--- config.mk ---
export PLATFORM = sky130hd
export DESIGN_NAME = clk_bringup_seq
export DESIGN_NICKNAME = d
export VERILOG_FILES = /design/src/rtl/clk_bringup_pkg.sv /design/src/rtl/clk_bringup_seq_sync2.sv /design/src/rtl/clk_bringup_seq.sv
export SDC_FILE = /design/constraint.sdc
export NUM_CORES = 1
export LEC_CHECK = 0
export ABC_CLOCK_PERIOD_IN_PS = 5400
export BUFFER_PORTS_ARGS = -buffer_cell sky130_fd_sc_hd__buf_2
export CAP_MARGIN = 20
export CELL_PAD_IN_SITES_DETAIL_PLACEMENT = 1
export CELL_PAD_IN_SITES_GLOBAL_PLACEMENT = 1
export CORE_ASPECT_RATIO = 0.6
export CORE_MARGIN = 4
export CORE_UTILIZATION = 46
export DETAILED_ROUTE_END_ITERATION = 10
export PLACE_DENSITY_LB_ADDON = 0.1
export SLEW_MARGIN = 10
export SYNTH_ARGS = -nofsm -noshare
export SYNTH_HDL_FRONTEND = slang
export SYNTH_SLANG_ARGS = --single-unit
export TNS_END_PERCENT = 30
--- constraint.sdc ---
create_clock -name clk -period 5.4 [get_ports clk]
set_input_delay 1.08 -clock clk [delete_from_list [all_inputs] [get_ports clk]]
set_output_delay 1.08 -clock clk [all_outputs]
set_load 0.005 [all_outputs]
--- src/rtl/clk_bringup_pkg.sv ---
// Shared types and constants for the oscillator -> rPLL -> CLKDIV bring-up sequencer.
package clk_bringup_pkg;

    typedef enum logic [1:0] {
        ST_RESET_PLL = 2'd0,
        ST_WAIT_LOCK = 2'd1,
        ST_RELEASE   = 2'd2,
        ST_READY     = 2'd3
    } state_t;

    localparam int LOSS_CNT_W = 8;
    localparam int TMO_CNT_W  = 4;

    localparam logic [LOSS_CNT_W-1:0] LOSS_CNT_MAX = 8'd255;
    localparam logic [TMO_CNT_W-1:0]  TMO_CNT_MAX  = 4'd15;

endpackage

--- src/rtl/clk_bringup_seq_sync2.sv ---
// Two-flop synchronizer for a level crossing into clk; both flops clear to 0 on reset.
module sync2 (
    input  logic clk,
    input  logic reset,
    input  logic d,
    output logic q
);

    logic meta;

    always_ff @(posedge clk) begin
        if (reset) begin
            meta <= 1'b0;
            q    <= 1'b0;
        end else begin
            meta <= d;
            q    <= meta;
        end
    end

endmodule

--- src/rtl/clk_bringup_seq.sv ---
// Clock-tree bring-up sequencer: PLL reset pulse, lock qualification, staged CLKDIV release.
// Optional WAIT_LOCK timeout is built when CLKSEQ_LOCK_TIMEOUT_EN is defined.
//
// state        | meaning
// -------------+-----------------------------------------------------------
// ST_RESET_PLL | pll_reset high for exactly PLL_RST_CYCLES, all stages held
// ST_WAIT_LOCK | PLL running, counting consecutive synchronized-lock cycles
// ST_RELEASE   | releasing CLKDIV stages one per RELEASE_GAP, bit 0 first
// ST_READY     | whole tree running on a valid lock
module clk_bringup_seq
    import clk_bringup_pkg::*;
#(
    parameter int N_DIV          = 6,
    parameter int PLL_RST_CYCLES = 16,
    parameter int LOCK_STABLE    = 64,
    parameter int RELEASE_GAP    = 8,
    parameter int LOCK_TIMEOUT   = 4096
) (
    input  logic                  clk,
    input  logic                  reset,
    input  logic                  pll_lock,
    input  logic                  rearm,
    output logic                  pll_reset,
    output logic [N_DIV-1:0]      div_resetn,
    output logic                  ready,
    output logic [LOSS_CNT_W-1:0] lock_loss_cnt,
    output logic [TMO_CNT_W-1:0]  timeout_cnt
);

    localparam int RST_W = $clog2(PLL_RST_CYCLES) + 1;
    localparam int STB_W = $clog2(LOCK_STABLE) + 1;
    localparam int GAP_W = $clog2(RELEASE_GAP) + 1;
    localparam int IDX_W = $clog2(N_DIV) + 1;

    localparam logic [RST_W-1:0] RST_LAST = RST_W'(PLL_RST_CYCLES - 1);
    localparam logic [STB_W-1:0] STB_LAST = STB_W'(LOCK_STABLE - 1);
    localparam logic [GAP_W-1:0] GAP_LAST = GAP_W'(RELEASE_GAP - 1);
    localparam logic [IDX_W-1:0] IDX_LAST = IDX_W'(N_DIV);

    state_t           state;
    logic [RST_W-1:0] rst_cnt;
    logic [STB_W-1:0] stable_cnt;
    logic [GAP_W-1:0] gap_cnt;
    logic [IDX_W-1:0] stage_idx;

    logic lock_s;
    logic sync_clear;
    logic lock_lost;
    logic stable_done;
    logic tmo_hit;

    // Lock seen while the PLL is held in reset is stale, so the synchronizer is
    // flushed for the whole pulse and only post-release lock is qualified.
    assign sync_clear = reset | pll_reset;

    sync2 u_lock_sync (
        .clk   (clk),
        .reset (sync_clear),
        .d     (pll_lock),
        .q     (lock_s)
    );

    assign lock_lost   = ((state == ST_RELEASE) || (state == ST_READY)) && !lock_s;
    assign stable_done = (state == ST_WAIT_LOCK) && lock_s && (stable_cnt == STB_LAST);

`ifdef CLKSEQ_LOCK_TIMEOUT_EN
    localparam int TMO_W = $clog2(LOCK_TIMEOUT) + 1;
    localparam logic [TMO_W-1:0] TMO_LAST = TMO_W'(LOCK_TIMEOUT - 1);

    logic [TMO_W-1:0] tmo_cnt;

    always_ff @(posedge clk) begin
        if (reset || (state != ST_WAIT_LOCK)) begin
            tmo_cnt <= '0;
        end else if (tmo_cnt != TMO_LAST) begin
            tmo_cnt <= tmo_cnt + 1'b1;
        end
    end

    // A stable lock on the last budget cycle still counts as success.
    assign tmo_hit = (state == ST_WAIT_LOCK) && (tmo_cnt == TMO_LAST) && !stable_done;
`else
    logic unused_lock_timeout;
    assign unused_lock_timeout = (LOCK_TIMEOUT != 0);
    assign tmo_hit = 1'b0;
`endif

    always_ff @(posedge clk) begin
        if (reset) begin
            state         <= ST_RESET_PLL;
            pll_reset     <= 1'b1;
            div_resetn    <= '0;
            ready         <= 1'b0;
            rst_cnt       <= '0;
            stable_cnt    <= '0;
            gap_cnt       <= '0;
            stage_idx     <= '0;
            lock_loss_cnt <= '0;
            timeout_cnt   <= '0;
        end else if (rearm || lock_lost || tmo_hit) begin
            state      <= ST_RESET_PLL;
            pll_reset  <= 1'b1;
            div_resetn <= '0;
            ready      <= 1'b0;
            rst_cnt    <= '0;
            stable_cnt <= '0;
            gap_cnt    <= '0;
            stage_idx  <= '0;
            // A rearm restart is deliberate, so it never counts as a fault.
            if (!rearm && lock_lost && (lock_loss_cnt != LOSS_CNT_MAX)) begin
                lock_loss_cnt <= lock_loss_cnt + 1'b1;
            end
            if (!rearm && tmo_hit && (timeout_cnt != TMO_CNT_MAX)) begin
                timeout_cnt <= timeout_cnt + 1'b1;
            end
        end else begin
            case (state)
                ST_RESET_PLL: begin
                    if (rst_cnt == RST_LAST) begin
                        rst_cnt   <= '0;
                        pll_reset <= 1'b0;
                        state     <= ST_WAIT_LOCK;
                    end else begin
                        rst_cnt <= rst_cnt + 1'b1;
                    end
                end

                ST_WAIT_LOCK: begin
                    if (stable_done) begin
                        stable_cnt <= '0;
                        gap_cnt    <= '0;
                        stage_idx  <= '0;
                        state      <= ST_RELEASE;
                    end else if (lock_s) begin
                        stable_cnt <= stable_cnt + 1'b1;
                    end else begin
                        stable_cnt <= '0;
                    end
                end

                ST_RELEASE: begin
                    if (gap_cnt == GAP_LAST) begin
                        gap_cnt <= '0;
                        if (stage_idx == IDX_LAST) begin
                            stage_idx <= '0;
                            ready     <= 1'b1;
                            state     <= ST_READY;
                        end else begin
                            for (int k = 0; k < N_DIV; k++) begin
                                if (stage_idx == IDX_W'(k)) begin
                                    div_resetn[k] <= 1'b1;
                                end
                            end
                            stage_idx <= stage_idx + 1'b1;
                        end
                    end else begin
                        gap_cnt <= gap_cnt + 1'b1;
                    end
                end

                ST_READY: begin
                    ready <= 1'b1;
                end

                default: begin
                    state      <= ST_RESET_PLL;
                    pll_reset  <= 1'b1;
                    div_resetn <= '0;
                    ready      <= 1'b0;
                end
            endcase
        end
    end

endmodule

==> metrics.md, run 1 <==
| Metric | Value |
|---|---|
| Max stage delay on crit path | `0.70 ns` |
| RSZ-0062 raised after global routing | `false` |
| Final setup vio count | `0` |
| Count leader, synth | `dfxtp_1` |
| Cells after DPL | `296` |
| Synth top area share | `40.66%` |
| CP max FO | `27` |
| CTS Buf Count | `5` |
| Synth area leader | `dfxtp_1` |
| Cell Area, Placed | `0.002071 mm2` |
| Final wirelength | `5.115 mm` |
| Remaining global-route overflow | `0` |
| CP Class | `primary input to flip-flop` |
| Critical path endpoint category | `flip-flop` |
| Yosys cell types | `49` |
| Worst VDD drop | `0.0001509 V` |
| Share of cells above drive strength 1 | `15.16%` |
| Residual DRC | `0` |
| Post-CTS sizing | `0` |
| Hold Fails Final Rpt | `0` |
| Fin cells | `304` |
| Die area | `0.005427 mm2` |
| Worst-path clk slew | `0.07 ns` |
| Final ANT Viol Nets | `0` |
| Clock Skews | `0.006265 ns` |
| Number of synthesized flops with an enable pin | `0` |
| Relative slew margins | `38.91%` |
| Top post-synthesis cells by area | `dfxtp_1 (41%), nor2_1 (5.1%), ha_1 (5.1%), a21oi_1 (4.6%), mux2i_1 (3.0%)` |
| Area grow syn2layout | `13.21%` |
| Cell leakage power | `0.8392 nW` |
| Worst Tran Pin Value | `0.9141 ns` |
| Via count | `1,698` |
| Most frequent cells after synthesis | `dfxtp_1 (40), nor2_1 (27), a21oi_1 (18)` |
| #FFs+latches synth | `40` |
| CP delay by family, top | `simple AND/OR/NAND/NOR gates` |
| Antenna violations before repair | `0` |
| Max Fclk | `389.9 MHz` |
| Total Power | `0.6475 mW` |
| Worst EP required | `5.60 ns` |
| # rows | `18` |
| Final nets | `255` |
| CP Launch Point | `reset` |
| Core area | `0.004121 mm2` |
| # IOs | `24` |
| CP Cell Sequence | `buf_2 > nor2_1 > nand2_1 > or4_1 > o31ai_1` |
| CP arrival | `2.76 ns` |
| Fin crit share | `47.50%` |
| Startpoint types | `primary input` |
| First-pass GRT wire length | `8.866 mm` |
| Setup_tns | `0 ns` |
| Post-CTS setup buffers | `0` |
| Clk buf depth | `2` |
| Post-route minimum period | `2.565 ns` |
| Yosys Warn Count | `0` |
| CTS H-Tree Depth | `2` |
| Register area share after synthesis | `40.66%` |
| Total of max-cap violations | `0` |
| Cells after synthesis | `226` |
| ANT cells | `0` |
| CTS tree | `built` |
| Pins Over Slew Limit | `0` |
| Tightest Hold Check Type | `flip-flop to flip-flop` |
| Vias in the first global route | `1,832` |
| Final GP Congestion | `0.7700` |
| Port bufs | `19` |
| Mapped Area | `0.001969 mm2` |
| R2R Path Start | `state[0]` |
| Post-layout util | `54.10%` |
| # clock sinks | `40` |
| Fillers | `500` |
| Starting DRC count in detailed routing | `57` |
| Worst hold start | `stable_cnt[6]` |
| Main synth FF type | `dfxtp_1` |
| Worst-skew pair later-pin latency | `0.29 ns` |
| CTS root buffer | `clkbuf_8` |
| Starting Density | `47.78%` |
| Die Wd | `92.47 um` |
| Largest net degree at the start of global routing | `28` |
| Total GRT Usage | `20.60%` |
| PD cells | `290.4 mW/mm2` |
| Synth async-reset ratio | `0%` |
| Multi-input logic area | `0.001066 mm2` |
| Die height | `58.69 um` |
| WP buf/inv | `1` |
| Mapped Avg Cell Area | `8.714 um2` |
| Status | `finished, final reports clean` |
| Post-route cell area | `0.002230 mm2` |
| DRT Pass-1 Iters | `4` |
| Slowest library cell on the worst path | `or4_1` |
| Post-DP HPWL | `3.791 mm` |
| Vias per cell | `5.586` |
| Wire per inst | `16.83 um` |
| Sequential Area | `800.8 um2` |
| Hold-fix buffers, CTS | `0` |
power by group:
group	switching (mW)	total, mW	internal (mW)
sequential	0.000681	0.296	0.295
clock	0.110	0.341	0.231
combinational	0.00789	0.0103	0.00246
worst paths after layout:
kind	to	slack, ns	cells past startpoint
worst max register to register	state[0]	2.91	6
worst max-delay path	state[0]	2.84	5
worst min-delay path	stable_cnt[6]	0.47	2
worst min register to register	stable_cnt[6]	0.47	2
registers in the layout, indices dropped and copies added, names as in the netlist:
name              count
div_resetn            6
gap_cnt               4
lock_loss_cnt         8
pll_reset             1
ready                 1
rst_cnt               5
stable_cnt            7
stage_idx             4
state                 2
u_lock_sync.meta      1
u_lock_sync.q         1
worst register-to-register path: cells and delay by family, from the launching register on:
| kind | cells | cell delay, ns |
|---|---|---|
| simple gates | 2 | 1.27 |
| fa+ha+maj | 1 | 0.37 |
| flops | 1 | 0.36 |
| compound gates | 2 | 0.31 |
| buf+inv | 1 | 0.09 |
through the flow:
step | setup slack [ns] | hold slack, ns
3_3_place_gp | 2.624 | 0.4469
5_1_grt | 2.693 | 0.5058
4_1_cts | 2.830 | 0.4650
2_1_floorplan | 3.400 | 0.4323
6_report | 2.835 | 0.4696
3_5_place_dp | 2.509 | 0.4540
layer usage:
metal	wire [um]	up-vias	track usage (%)
met4	71	0	6.977
met3	183	8	3.959
met5	0	-	0
li1	-	840	-
met2	2429	28	34.33
met1	2431	822	27.21
cell families (layout without fill, tap and decap cells):
family	count (synthesis)	after routing	synth area share (%)
other cells	1	4	0.1904
flops	40	40	40.66
simple gates	96	96	26.05
compound gates	50	50	17.15
mux	8	8	4.193
buf+inv	21	36	5.781
fa+ha+maj	8	8	5.083
xor+xnor	2	2	0.8896
placed cells by master (no fill, tap or decap), types with 2 or more instances in the layout:
cell type / netlist / final
and3_1: 5 / 5
buf_2: 1 / 19
dfxtp_1: 40 / 40
a31oi_1: 7 / 7
ha_1: 8 / 8
nand2_1: 15 / 15
nor3_1: 8 / 8
conb_1: 1 / 4
mux2_2: 2 / 2
a22oi_1: 2 / 2
or4_1: 3 / 3
a21bo_2: 2 / 2
clkbuf_8: 0 / 5
nand3_1: 5 / 5
o31ai_1: 5 / 5
nor2_1: 27 / 27
nor2b_1: 3 / 3
nor4_1: 2 / 2
o21ai_0: 7 / 7
nand3b_1: 2 / 2
inv_1: 9 / 9
nor3b_1: 4 / 4
o21a_1: 2 / 2
and2_1: 2 / 2
bufinv_16: 0 / 3
nand4_1: 9 / 9
a21oi_1: 18 / 18
mux2i_1: 6 / 6
area by class of cell:
type / instances / share of cell area [%]
well taps: 60 / 3.367
inverters: 9 / 1.515
clock inverters: 3 / 4.040
repair buffers: 19 / 4.265
clock buffers: 5 / 3.086
multi-input cells: 168 / 47.81
flip-flops and latches: 40 / 35.91
Power figures use the tool's default switching activity.
==> inputs of run 2 (changes only) <==
--- a/config.mk
+++ b/config.mk
@@ -5,14 +5,15 @@
 export SDC_FILE = /design/constraint.sdc
 export NUM_CORES = 1
 export LEC_CHECK = 0
-export ABC_CLOCK_PERIOD_IN_PS = 5400
+export ABC_AREA = 1
+export ABC_CLOCK_PERIOD_IN_PS = 2300
 export BUFFER_PORTS_ARGS = -buffer_cell sky130_fd_sc_hd__buf_2
 export CAP_MARGIN = 20
 export CELL_PAD_IN_SITES_DETAIL_PLACEMENT = 1
 export CELL_PAD_IN_SITES_GLOBAL_PLACEMENT = 1
 export CORE_ASPECT_RATIO = 0.6
 export CORE_MARGIN = 4
-export CORE_UTILIZATION = 46
+export CORE_UTILIZATION = 37
 export DETAILED_ROUTE_END_ITERATION = 10
 export PLACE_DENSITY_LB_ADDON = 0.1
 export SLEW_MARGIN = 10
==> constraint.sdc (replaced) <==
create_clock -name clk -period 2.3 [get_ports clk]
set_input_delay 0.46 -clock clk [delete_from_list [all_inputs] [get_ports clk]]
set_output_delay 0.46 -clock clk [all_outputs]
set_load 0.005 [all_outputs]
==> metrics.md, run 2 <==
| Metric | Value |
|---|---|
| Status | `finished, final reports clean` |
| Starting DRC count in detailed routing | `52` |
| Antenna violations before repair | `0` |
| Regs by FF count | `lock_loss_cnt (8), stable_cnt (7), div_resetn (6)` |
| Fin cells | `368` |
| CTS root buffer | `clkbuf_8` |
| Highest-count cells in the layout ignoring fill and taps | `nand2_1 (71), dfxtp_1 (40), nor2_1 (39), inv_1 (30), a21oi_1 (20)` |
| Starting Density | `38.86%` |
| DRT Pass-1 Iters | `4` |
| Max stage delay on crit path | `0.39 ns` |
| Max Fclk | `539.1 MHz` |
| Fin crit share | `80.65%` |
| Die area | `0.006694 mm2` |
| Vias in the first global route | `1,729` |
| Final ANT Viol Nets | `0` |
| Tightest Hold Check Type | `primary input to flip-flop` |
| Largest net degree at the start of global routing | `17` |
| Hold WS | `0.4126 ns` |
| Cell Area, Placed | `0.002140 mm2` |
| CP Cell Sequence | `inv_1 > ha_1 > or2_1 > nand2_2 > nand2_1 > buf_4 > nor3_1` |
| Cells after DPL | `360` |
| Final setup vio count | `0` |
| Commonest non-fill, non-tap cell in the layout | `nand2_1` |
| Setup_tns | `0 ns` |
| CP Launch Point | `state[0]` |
| CTS tree | `built` |
| Port bufs | `19` |
| Most frequent cells after synthesis | `nand2_1 (71), dfxtp_1 (40), nor2_1 (39)` |
| Post-DP HPWL | `3.621 mm` |
| Total of max-cap violations | `0` |
| Clk buf depth | `2` |
| Hold-fix buffers, CTS | `0` |
| Via count | `1,757` |
| Cells after synthesis | `280` |
| CP Class | `flip-flop to flip-flop` |
| Synth top area share | `39.98%` |
| Hold Fails Final Rpt | `0` |
| Worst hold start | `pll_lock` |
| Synth area leader | `dfxtp_1` |
| Worst-path clk slew | `0.09 ns` |
| Startpoint types | `flip-flop` |
| CP arrival | `2.09 ns` |
| Die height | `65.00 um` |
| # clock sinks | `40` |
| Post-CTS setup buffers | `0` |
| ANT cells | `0` |
| Worst VDD drop | `0.0002883 V` |
| # rows | `20` |
| Main synth FF type | `dfxtp_1` |
| Post-route setup slack | `0.4451 ns` |
| Residual DRC | `0` |
| Total GRT Usage | `16.30%` |
| CTS Buf Count | `5` |
| R2R Path Start | `state[0]` |
| Clock Skews | `0.01253 ns` |
| Final GP Congestion | `0.7677` |
| Register area share after synthesis | `39.98%` |
| Die Wd | `103.0 um` |
| Synth async-reset ratio | `0%` |
| Number of synthesized flops with an enable pin | `0` |
| Worst EP required | `2.53 ns` |
| Mapped Avg Cell Area | `7.154 um2` |
| Count leader, synth | `nand2_1` |
| Post-route minimum period | `1.855 ns` |
| Area grow syn2layout | `12.37%` |
| Critical path endpoint category | `flip-flop` |
| CTS H-Tree Depth | `2` |
| #FFs+latches synth | `40` |
| Max reg flops | `8` |
| Post-CTS sizing | `0` |
| WP buf/inv | `2` |
| Core area | `0.005155 mm2` |
| Share of cells above drive strength 1 | `13.58%` |
| CP delay by family, top | `simple AND/OR/NAND/NOR gates` |
| Worst slack, placed | `0.4699 ns` |
| Reg with most FFs | `lock_loss_cnt` |
| RSZ-0062 raised after global routing | `false` |
| Pins Over Slew Limit | `0` |
| CP max FO | `16` |
| Final nets | `313` |
| First-pass GRT wire length | `8.473 mm` |
| Yosys Warn Count | `0` |
| Final wirelength | `4.683 mm` |
| Mapped Area | `0.002003 mm2` |
| Cell leakage power | `0.9651 nW` |
| Remaining global-route overflow | `0` |
| Vias per cell | `4.774` |
| PD cells | `584.1 mW/mm2` |
| Worst-skew pair later-pin latency | `0.31 ns` |
| Slowest library cell on the worst path | `dfxtp_1` |
| Top post-synthesis cells by area | `dfxtp_1 (40%), nand2_1 (13%), nor2_1 (7.3%), inv_1 (5.6%), a21oi_1 (5.0%)` |
| Post-route cell area | `0.002251 mm2` |
| # IOs | `24` |
| Wire per inst | `12.73 um` |
| Yosys cell types | `33` |
## run 2: where the power goes
part           internal, mW  leakage [nW]  switching [mW]  total [mW]
Combinational       0.00698         0.589          0.0196      0.0266
Clock                 0.321        0.0541           0.272       0.593
Sequential            0.693         0.322         0.00162       0.695
Total                  1.02         0.965           0.293        1.31
## run 2: routing by layer
metal | up-vias | wire, um | track usage (%)
li1 | 931 | - | -
met3 | 6 | 241 | 5.161
met1 | 789 | 2788 | 26.14
met2 | 31 | 1603 | 19.73
met5 | - | 0 | 0
met4 | 0 | 50 | 4.847
## run 2: kinds of logic after synthesis
logic type | after synthesis | synth area share [%]
AO/OA/AOI/OAI | 37 | 10.31
XOR/XNOR | 6 | 2.623
adder cells (fa/ha/maj) | 8 | 4.997
buffers and inverters | 40 | 8.807
flip-flops | 40 | 39.98
other | 1 | 0.1872
AND/OR/NAND/NOR | 148 | 33.10
## run 2: path summary, 6_finish.rpt
kind,to,slack (ns),cells after the start
worst max register to register,rst_cnt[0],0.45,7
worst max-delay path,rst_cnt[0],0.45,7
worst min-delay path,u_lock_sync.meta,0.41,2
worst min register to register,ready,0.47,2
## run 2: metrics by stage
stage / power, mW / util [%]
2_1_floorplan: 0.7337 / -
3_3_place_gp: 0.7374 / 41.50
3_5_place_dp: 0.7383 / 41.50
4_1_cts: 1.331 / 43.67
5_1_grt: 1.374 / 43.67
6_report: 1.315 / 43.67
## run 2: area by class of cell
class / instances / area [um2]
fillers: 664 / 2904
multi-input cells: 203 / 1037
flip-flops and latches: 40 / 800.8
inverters: 31 / 116.4
repair buffers: 20 / 102.6
well taps: 66 / 82.58
clock buffers: 5 / 68.82
clock inverters: 3 / 42.54
==> inputs of run 3 (changes only) <==
--- a/config.mk
+++ b/config.mk
@@ -6,7 +6,7 @@
 export NUM_CORES = 1
 export LEC_CHECK = 0
 export ABC_AREA = 1
-export ABC_CLOCK_PERIOD_IN_PS = 2300
+export ABC_CLOCK_PERIOD_IN_PS = 1600
 export BUFFER_PORTS_ARGS = -buffer_cell sky130_fd_sc_hd__buf_2
 export CAP_MARGIN = 20
 export CELL_PAD_IN_SITES_DETAIL_PLACEMENT = 1
==> constraint.sdc (replaced) <==
create_clock -name clk -period 1.6 [get_ports clk]
set_input_delay 0.32 -clock clk [delete_from_list [all_inputs] [get_ports clk]]
set_output_delay 0.32 -clock clk [all_outputs]
set_load 0.005 [all_outputs]
==> metrics.md, run 3 (synthesis gave the netlist of run 2 again) <==
| Metric | Value |
|---|---|
| Hold-fix buffers, CTS | `0` |
| Core area | `0.005155 mm2` |
| # clock sinks | `40` |
| Antenna violations before repair | `0` |
| Remaining global-route overflow | `0` |
| CP arrival | `1.70 ns` |
| ANT cells | `0` |
| Max stage delay on crit path | `0.37 ns` |
| Critical path endpoint category | `flip-flop` |
| # IOs | `24` |
| RSZ-0062 raised after global routing | `true` |
| Final ANT Viol Nets | `0` |
| Pins Over Slew Limit | `0` |
| Worst EP required | `1.80 ns` |
| Regs by FF count | `lock_loss_cnt (8), stable_cnt (7), div_resetn (6)` |
| Sequential Area | `805.8 um2` |
| Vias per cell | `4.895` |
| Clock Skews | `0.004017 ns` |
| Residual DRC | `0` |
| CP delay by family, top | `simple AND/OR/NAND/NOR gates` |
| CTS Buf Count | `5` |
| Final nets | `329` |
| Reg-to-reg critical path endpoint | `stable_cnt[0]` |
| Max reg flops | `8` |
| Worst-skew pair later-pin latency | `0.29 ns` |
| Reg with most FFs | `lock_loss_cnt` |
| Clk buf depth | `2` |
| DRT Pass-1 Iters | `4` |
| First-pass GRT wire length | `8.976 mm` |
| Hold WS | `0.2882 ns` |
| Worst VDD drop | `0.0002474 V` |
| Slowest library cell on the worst path | `dfxtp_4` |
| Post-layout util | `45.92%` |
| Largest net degree at the start of global routing | `16` |
| Worst Setup EP | `stable_cnt[0]` |
| Die area | `0.006694 mm2` |
| Multi-input logic area | `0.001062 mm2` |
| Die height | `65.00 um` |
| Most used cell, CP | `nand2_2` |
| R2R Path Start | `state[0]` |
| WP buf/inv | `2` |
| Total of max-cap violations | `0` |
| Total GRT Usage | `16.98%` |
| Max Fclk | `670.5 MHz` |
| Die Wd | `103.0 um` |
| PD cells | `703.2 mW/mm2` |
| CP Cell Sequence | `inv_2 > ha_2 > or2_1 > nand2_2 > nand2_2 > buf_4 > a211oi_1` |
| Starting Density | `38.86%` |
| Vias in the first global route | `1,899` |
| Hold Fails Final Rpt | `0` |
| Commonest non-fill, non-tap cell in the layout | `nand2_1` |
| Fin crit share | `93.21%` |
| Status | `finished, final reports clean` |
| Worst-path clk slew | `0.07 ns` |
| Area grow syn2layout | `18.18%` |
| R2r setup slk | `0.11 ns` |
| Stages on worst setup path | `7` |
| Final setup vio count | `0` |
| Tightest Hold Check Type | `primary input to flip-flop` |
| Port bufs | `19` |
| Final wirelength | `4.954 mm` |
| # rows | `20` |
| Post-DP HPWL | `3.774 mm` |
| FF-to-FF path depth | `7` |
| Highest-count cells in the layout ignoring fill and taps | `nand2_1 (68), dfxtp_1 (38), nor2_1 (37), inv_1 (29), a21oi_1 (20)` |
| Via count | `1,865` |
| Setup_tns | `0 ns` |
| CP Launch Point | `state[0]` |
| Share of cells above drive strength 1 | `20.32%` |
| CTS root buffer | `clkbuf_8` |
| Wire per inst | `13.00 um` |
| Starting DRC count in detailed routing | `60` |
| CTS tree | `built` |
| CP Class | `flip-flop to flip-flop` |
| Fillers | `694` |
| Post-route minimum period | `1.491 ns` |
| Startpoint types | `flip-flop` |
| Final GP Congestion | `0.7564` |
| CTS H-Tree Depth | `2` |
| CP max FO | `7` |
| Cell leakage power | `1.029 nW` |
## run 3: how the worst min path moves through the flow
stage                     startpoint               end  slack, ns  cells past startpoint
finish                      pll_lock  u_lock_sync.meta       0.29                      2
global route                pll_lock  u_lock_sync.meta       0.27                      2
CTS                         pll_lock  u_lock_sync.meta       0.28                      2
detailed placement  u_lock_sync.meta     u_lock_sync.q       0.46                      1
global placement    u_lock_sync.meta     u_lock_sync.q       0.45                      1
floorplan              stable_cnt[6]     stable_cnt[6]       0.44                      2
## run 3: metrics by stage
step | cell area (um2) | power, mW | setup slack, ns | cells
6_report | 2367 | 1.665 | 0.1086 | 381
5_1_grt | 2367 | 1.741 | -0.02434 | 381
4_1_cts | 2330 | 1.684 | 0.04825 | 381
3_5_place_dp | 2260 | 1.064 | 0.02877 | 376
3_3_place_gp | 2260 | 1.063 | 0.08403 | 376
2_1_floorplan | 2014 | 1.055 | 0.1320 | 283
## run 3: timing repair
item / 4_1_cts / 5_1_grt
endpoints found under the setup margin: 2 / 26
gates resized for setup: 1 / 18
pin swaps: 0 / 1
gates cloned: 0 / 0
buffers inserted: 0 / 0
## run 3: where the power goes
| group | leakage, nW | internal [mW] | switching (mW) |
|---|---|---|---|
| clock network | 0.0359 | 0.282 | 0.340 |
| registers | 0.324 | 0.995 | 0.00213 |
| logic | 0.670 | 0.0139 | 0.0313 |
## run 3: layout make-up
cell class / instances / area share, %
clock buffers: 5 / 2.907
well taps: 66 / 3.488
multi-input cells: 203 / 44.87
repair buffers: 36 / 9.567
inverters: 31 / 5.127
flip-flops and latches: 40 / 34.04
## run 3: routing by layer
layer	wire length (um)	up-vias	track usage, %
met5	0	-	0
met4	55	0	4.362
met3	180	7	3.871
met2	1984	24	25.40
met1	2733	868	24.42
li1	-	966	-
